<file path="src/rtl/din_pkg.sv">
// -----------------------------------------------------------------------------
// din_pkg
// Shared constants for the digital-input conditioning stage that feeds the
// SPI stepper core's 16-bit din word.
//   DIN_N          : number of input channels
//   DIN_CW         : debounce counter width (max threshold 2^CW-1 ticks)
//   DIN_THRESH_DEF : default debounce threshold in ticks
//   TICK_DIV       : default tick divider exponent (tick every 2^TICK_DIV clk)
// -----------------------------------------------------------------------------
package din_pkg;

  localparam int DIN_N    = 16;
  localparam int DIN_CW   = 4;
  localparam int TICK_DIV = 6;

  localparam logic [DIN_CW-1:0] DIN_THRESH_DEF = 4'd3;

  typedef logic [DIN_N-1:0] din_word_t;

endpackage : din_pkg

</file>
<file path="src/rtl/din_debounce_if.sv">
// -----------------------------------------------------------------------------
// din_debounce_if
// Control/input bundle of the din_debounce block.
//   tick   : single-cycle debounce time-base enable
//   raw_in : asynchronous field inputs (one bit per channel)
//   thresh : debounce threshold in ticks, quasi-static
//   snap   : single-cycle snapshot strobe (SPI message start)
// Modports: master drives the bundle, slave (the debouncer) consumes it.
// -----------------------------------------------------------------------------
interface din_debounce_if #(
  parameter int N  = din_pkg::DIN_N,
  parameter int CW = din_pkg::DIN_CW
);

  logic          tick;
  logic [N-1:0]  raw_in;
  logic [CW-1:0] thresh;
  logic          snap;

  modport master (output tick, output raw_in, output thresh, output snap);
  modport slave  (input  tick, input  raw_in, input  thresh, input  snap);

endinterface : din_debounce_if

</file>
<file path="src/rtl/din_debounce_ch.sv">
// -----------------------------------------------------------------------------
// din_debounce_ch
// One input channel: 2-FF synchroniser, tick-driven debounce counter,
// registered debounced level and sticky change flag.
//   clk      : system clock
//   rst      : synchronous reset, active-high
//   tick_i   : debounce time-base enable
//   raw_i    : asynchronous field input
//   thresh_i : debounce threshold in ticks
//   snap_i   : snapshot strobe; clears the sticky flag (same-cycle accept kept)
//   level_o  : debounced level
//   chg_o    : sticky change flag (pre-clear value is what a snap captures)
// -----------------------------------------------------------------------------
module din_debounce_ch #(
  parameter int CW = 4
) (
  input  logic          clk,
  input  logic          rst,
  input  logic          tick_i,
  input  logic          raw_i,
  input  logic [CW-1:0] thresh_i,
  input  logic          snap_i,
  output logic          level_o,
  output logic          chg_o
);

  logic          s1_q;
  logic          s2_q;
  logic [CW-1:0] cnt_q;
  logic [CW-1:0] cnt_d;
  logic          level_q;
  logic          level_d;
  logic          chg_q;
  logic          chg_d;
  logic          accept_s;

  // Debounce filter next-state and sticky change flag update.
  always_comb begin
    cnt_d    = cnt_q;
    level_d  = level_q;
    accept_s = 1'b0;
    if (s2_q == level_q) begin
      // Input agrees with the level: any bounce in progress is abandoned.
      cnt_d = {CW{1'b0}};
    end else if (tick_i) begin
      // >= rather than == so a lowered threshold accepts at once and cnt
      // can never run past the maximum threshold.
      if (cnt_q >= thresh_i) begin
        level_d  = s2_q;
        cnt_d    = {CW{1'b0}};
        accept_s = 1'b1;
      end else begin
        cnt_d = cnt_q + {{(CW-1){1'b0}}, 1'b1};
      end
    end else begin
      cnt_d = cnt_q;
    end

    // A snap hands the old flag to the snapshot register and restarts the
    // accumulation with whatever is accepted in that same cycle.
    if (snap_i) begin
      chg_d = accept_s;
    end else begin
      chg_d = chg_q | accept_s;
    end
  end

  // Synchroniser, counter, level and change flag registers.
  always_ff @(posedge clk) begin
    if (rst) begin
      s1_q    <= 1'b0;
      s2_q    <= 1'b0;
      cnt_q   <= {CW{1'b0}};
      level_q <= 1'b0;
      chg_q   <= 1'b0;
    end else begin
      s1_q    <= raw_i;
      s2_q    <= s1_q;
      cnt_q   <= cnt_d;
      level_q <= level_d;
      chg_q   <= chg_d;
    end
  end

  assign level_o = level_q;
  assign chg_o   = chg_q;

endmodule : din_debounce_ch

</file>
<file path="src/rtl/din_debounce.sv">
// -----------------------------------------------------------------------------
// din_debounce
// Synchronises and debounces N field inputs on a shared slow tick, keeps a
// sticky per-channel change mask, and freezes a coherent level word and
// change mask on every snapshot strobe for the SPI core to shift out.
//   clk          : system clock
//   rst          : synchronous reset, active-high
//   bus          : slave side of din_debounce_if (tick, raw_in, thresh, snap)
//   level_o      : live debounced level per channel
//   level_snap_o : debounced levels frozen at the last snap
//   chg_snap_o   : change mask frozen at the last snap
//   any_chg_o    : registered OR of the live sticky change mask
// -----------------------------------------------------------------------------
module din_debounce
  import din_pkg::*;
#(
  parameter int N  = DIN_N,
  parameter int CW = DIN_CW
) (
  input  logic          clk,
  input  logic          rst,
  din_debounce_if.slave bus,
  output logic [N-1:0]  level_o,
  output logic [N-1:0]  level_snap_o,
  output logic [N-1:0]  chg_snap_o,
  output logic          any_chg_o
);

  logic [N-1:0] level_s;
  logic [N-1:0] chg_s;
  logic [N-1:0] level_snap_q;
  logic [N-1:0] level_snap_d;
  logic [N-1:0] chg_snap_q;
  logic [N-1:0] chg_snap_d;
  logic         any_chg_q;
  logic         any_chg_d;

  for (genvar gi = 0; gi < N; gi++) begin : g_ch
    din_debounce_ch #(
      .CW (CW)
    ) u_ch (
      .clk      (clk),
      .rst      (rst),
      .tick_i   (bus.tick),
      .raw_i    (bus.raw_in[gi]),
      .thresh_i (bus.thresh),
      .snap_i   (bus.snap),
      .level_o  (level_s[gi]),
      .chg_o    (chg_s[gi])
    );
  end

  // Snapshot capture: registered (pre-update) level and change mask.
  always_comb begin
    if (bus.snap) begin
      level_snap_d = level_s;
      chg_snap_d   = chg_s;
    end else begin
      level_snap_d = level_snap_q;
      chg_snap_d   = chg_snap_q;
    end
    any_chg_d = |chg_s;
  end

  // Snapshot and summary-flag registers.
  always_ff @(posedge clk) begin
    if (rst) begin
      level_snap_q <= {N{1'b0}};
      chg_snap_q   <= {N{1'b0}};
      any_chg_q    <= 1'b0;
    end else begin
      level_snap_q <= level_snap_d;
      chg_snap_q   <= chg_snap_d;
      any_chg_q    <= any_chg_d;
    end
  end

  assign level_o      = level_s;
  assign level_snap_o = level_snap_q;
  assign chg_snap_o   = chg_snap_q;
  assign any_chg_o    = any_chg_q;

endmodule : din_debounce

</file>
<file path="src/flat_wrapper.sv">
// flat-port wrapper written by rule: the top's interface ports become plain ports
module din_debounce_flat import din_pkg::*;
#(
  parameter int N  = DIN_N,
  parameter int CW = DIN_CW
)
  (clk, rst, level_o, level_snap_o, chg_snap_o, any_chg_o, bus_tick, bus_raw_in, bus_thresh, bus_snap);
  din_debounce_if #(.N(N), .CW(CW)) bus_i ();
  input  logic clk;
  input  logic rst;
  output logic [N-1:0] level_o;
  output logic [N-1:0] level_snap_o;
  output logic [N-1:0] chg_snap_o;
  output logic any_chg_o;
  input wire logic [$bits(bus_i.tick)-1:0] bus_tick;
  input wire logic [$bits(bus_i.raw_in)-1:0] bus_raw_in;
  input wire logic [$bits(bus_i.thresh)-1:0] bus_thresh;
  input wire logic [$bits(bus_i.snap)-1:0] bus_snap;
  assign bus_i.tick = bus_tick;
  assign bus_i.raw_in = bus_raw_in;
  assign bus_i.thresh = bus_thresh;
  assign bus_i.snap = bus_snap;
  din_debounce #(.N(N), .CW(CW)) u_core (.clk(clk), .rst(rst), .bus(bus_i), .level_o(level_o), .level_snap_o(level_snap_o), .chg_snap_o(chg_snap_o), .any_chg_o(any_chg_o));
endmodule
</file>
<file path="config.mk">
export PLATFORM = sky130hd
export DESIGN_NAME = din_debounce_flat
export DESIGN_NICKNAME = d
export VERILOG_FILES = /design/src/rtl/din_pkg.sv /design/src/rtl/din_debounce_if.sv /design/src/rtl/din_debounce_ch.sv /design/src/rtl/din_debounce.sv /design/src/flat_wrapper.sv
export SDC_FILE = /design/constraint.sdc
export NUM_CORES = 1
export LEC_CHECK = 0
export CAP_MARGIN = 20
export CORE_ASPECT_RATIO = 0.9
export CORE_MARGIN = 1.5
export CORE_UTILIZATION = 53
export DETAILED_ROUTE_END_ITERATION = 7
export PLACE_DENSITY = 0.86
export REMOVE_ABC_BUFFERS = 1
export SETUP_SLACK_MARGIN = 0.02
export SYNTH_ARGS = -nofsm -noshare
export SYNTH_HDL_FRONTEND = slang
export SYNTH_SLANG_ARGS = --single-unit
</file>
<file path="constraint.sdc">
create_clock -name clk -period 1.75 [get_ports clk]
set_input_delay 0.2625 -clock clk [delete_from_list [all_inputs] [get_ports clk]]
set_output_delay 0.2625 -clock clk [all_outputs]
set_load 0.02 [all_outputs]
</file>
==> impl_results.md <==
- Critical path class: flip-flop to flip-flop
- Synth warn: 0
- Final #Nets: about 1,000
- Clock transition at the registers of the reported paths: approximately 0.060 ns
- Mapped Cells: around 840
- Num CTS Buffers: 17
- ANT cells: 0
- Register share of total power: 44.0%
- GPL Wtd Cong: approximately 0.8
- Placed insts: 1,109
- Critical Path Source Type: flip-flop
- Clock Power Share: between 40% and 50%
- #FFs+latches synth: ~160
- Peak supply drop: between 0.8 and 0.9 mV
- Area Overhead vs Synth: 23.8%
- Initial DRC Count: between 300 and 400
- GRT Util Overall: 22.7%
- Final setup violation count: 1
- Core Util, Final: 67.7%
- RSZ-0062 raised after global routing: yes
- Worst hold path class: input pin to flip-flop
- Sequential cell area fraction in the yosys report: around 38%
- Vias per inst: between 5 and 6
- Num rows: 43
- Post-DR wirelength/cell: 16.5 um
- Total congestion overflow: 0
- DRC viols: 0
- Worst slew margin: approximately three fifths
- Die ar.: roughly 17,000 um^2
- Net Sw Frac: between 20% and 30%
- Chip width: around 140 um
- Combinational fraction of design power: under 10%
- Final Cell Area: about 11,000 um^2
- Starting Density: a little over half
- Failing checks: setup timing
- DRT Wirelength: about 19 mm
- Slew at the pin closest to its max-slew limit: between 0.6 and 0.7 ns
- Fin. Hold Viols: 0
- Total number of vias: around 6,300
- Syn_area_per_cell: roughly 10 um^2
- Post-Route Hold Slack: 0.293 ns
- Post-synth cell types: 25
- Psw: 0.00195 W
- First-pass GRT wire length: 29.8 mm
- Int Pwr: around 0.0065 W
- Status: finished, violations left
- FMAX: between 0.5 and 0.6 GHz
- Fraction of layout instances using a drive strength above 1: between 10% and 20%
- Dpl hpwl: between 10 and 15 mm
- Arr. time, crit path: about 2.1 ns
- Antenna Violating Nets Remaining: 0
- IO Count: 73
- P per Cell Area: approximately 810 nW/um^2
- Total iterations of the first detailed-routing run: 5
- Vias in the first global route: 6,151
- Leakage: between 4 and 5 nW
- Clk_lat worst skew: 0.43 ns
- Core Area: 15,500 um^2
- Placed cell area: approximately 9600 um^2
- Max clock buf depth: 2
- Maximum number of pins on one net before global-route repair: 97
- Crit-path max FO: 4
- Finished Layout Cells: about 1,100
- CTS H-tree lvls: 4
- Tcrit/Tclk final: 101%
- Fin crit period: 1.76 ns
- Die Ht: between 100 and 150 um
- Worst setup slack after layout: -0.00924 ns
- Port bufs: between 70 and 80
- CTS tree: built
- Fin. max-slew vios: 0
- Max-cap violations: 0
- CP Capture Type: flip-flop
- Layout Skew: about 0.0088 ns
- Initial antenna violation count: 0
- Root Buffer: clkbuf_16
- Clock sink total: between 150 and 200
- Critical path required time: roughly 2.1 ns
- Post-Syn Area: between 8000 and 9000 um^2
per-layer routing:
| layer | track usage [%] | routed length [um] | vias to the layer above |
|---|---|---|---|
| met4 | 8.78 | 290 | 0 |
| met5 | 0 | 0 | - |
| met2 | 37.4 | 9310 | 152 |
| met3 | 5.41 | 824 | 21 |
| li1 | - | - | 3110 |
| met1 | 28.7 | 8550 | 3048 |
stage by stage:
stage          setup slack [ns]  setup TNS, ns  total power (W)
2_1_floorplan            0.0371              0          0.00424
3_3_place_gp             -0.471         -40.05          0.00452
3_5_place_dp             -0.504         -41.22          0.00455
5_1_grt                 -0.0958         -0.379          0.00878
6_report               -0.00924       -0.00924          0.00850
4_1_cts                 0.00213              0          0.00851
cell type report:
cell class | instances | area, um^2
multi-input combinational | 598 | 5080
tap | 202 | 253
fill | 1085 | 5030
clock inverter | 12 | 184
timing repair buffer | 121 | 1190
sequential | 161 | 3230
inverter | 35 | 131
clock buffer | 19 | 443
power by group through the flow:
stage                     combinational [W]  sequential [W]  clock, W
final                              0.000805         0.00374   0.00396
after global routing               0.000865         0.00374   0.00418
after CTS                          0.000760         0.00374   0.00401
after detailed placement           0.000734         0.00382         0
after global placement             0.000709         0.00381         0
after floorplan                    0.000425         0.00382         0
repair_timing:
| item | 4_1_cts | 5_1_grt |
|---|---|---|
| endpoints found under the setup margin | 78 | 83 |
| hold buffers | 0 | 0 |
| cloned | 1 | 1 |
| resized for setup | 16 | 44 |
| setup buffers | 1 | 4 |
| pin swaps | 13 | 43 |
worst paths after layout:
| check | startpoint | endpoint | slack [ns] | depth (start not counted) |
|---|---|---|---|---|
| setup / recovery | u_core.g_ch[14].u_ch.cnt_q[0] | u_core.g_ch[14].u_ch.cnt_q[2] | -0.009 | 6 |
| hold / removal | rst | u_core.chg_snap_o[1] | 0.29 | 3 |
| setup reg to reg | u_core.g_ch[14].u_ch.cnt_q[0] | u_core.g_ch[14].u_ch.cnt_q[2] | -0.009 | 6 |
| hold reg to reg | u_core.g_ch[4].u_ch.s1_q | u_core.g_ch[4].u_ch.s2_q | 0.44 | 1 |
flip-flops by register name, indices dropped and copies added (netlist names):
register,count
u_core.any_chg_o,1
u_core.chg_snap_o,16
u_core.g_ch.u_ch.chg_o,16
u_core.g_ch.u_ch.cnt_q,64
u_core.g_ch.u_ch.level_o,16
u_core.g_ch.u_ch.s1_q,16
u_core.g_ch.u_ch.s2_q,16
u_core.level_snap_o,16
placed cells by master (no fill, tap or decap), types with 8 or more instances in the layout:
| cell type | count |
|---|---|
| nor3b_2 | 14 |
| a22o_1 | 16 |
| a2111oi_4 | 16 |
| inv_1 | 27 |
| nor2b_1 | 48 |
| ha_4 | 12 |
| o21a_1 | 16 |
| nand2b_1 | 96 |
| mux2i_1 | 48 |
| a21oi_1 | 48 |
| dfxtp_1 | 152 |
| o22ai_1 | 16 |
| clkbuf_16 | 18 |
| nand4_1 | 16 |
| dlygate4sd2_1 | 10 |
| inv_2 | 8 |
| buf_4 | 41 |
| nor3_1 | 12 |
| nand2_1 | 16 |
| nand2b_4 | 16 |
| o211ai_1 | 32 |
| nor2_1 | 60 |
| ha_1 | 66 |
| dfxtp_2 | 9 |
| xor2_1 | 32 |
| clkdlybuf4s50_1 | 52 |
logic make-up after synthesis:
group | synth area share [%]
and+or+nand+nor | 21.6
DFF | 37.9
AOI/OAI and AO/OA | 15.2
buffers and inverters | 4.59
adders and majority gates | 11.8
muxes | 5.65
xor gates and xnor gates | 3.30
cells in the mapped netlist:
library cell	n	share of area, %
a2111oi_4	16	5.2
a21oi_1	48	2.8
a22o_1	16	1.6
a41oi_1	1	0.10
buf_2	18	1.1
buf_4	16	1.4
clkbuf_1	13	0.57
dfxtp_1	161	38
ha_1	80	12
inv_1	35	1.5
mux2i_1	48	5.7
nand2_1	16	0.71
nand2b_1	96	7.1
nand2b_4	16	2.6
nand4_1	16	1.2
nor2_1	64	2.8
nor2_2	1	0.074
nor2b_1	48	3.5
nor3_1	16	0.94
nor3b_2	16	2.4
nor4_1	4	0.29
o211ai_1	32	2.8
o21a_1	16	1.4
o22ai_1	16	1.2
xor2_1	32	3.3
critical path: stages (launching register included):
cell	delay, ns
dfxtp_1	0.34
inv_1	0.08
ha_1	0.32
nand2b_4	0.16
a2111oi_4	0.41
o22ai_1	0.18
a21oi_1	0.19
No activity file was read; power rests on OpenSTA's default activity.
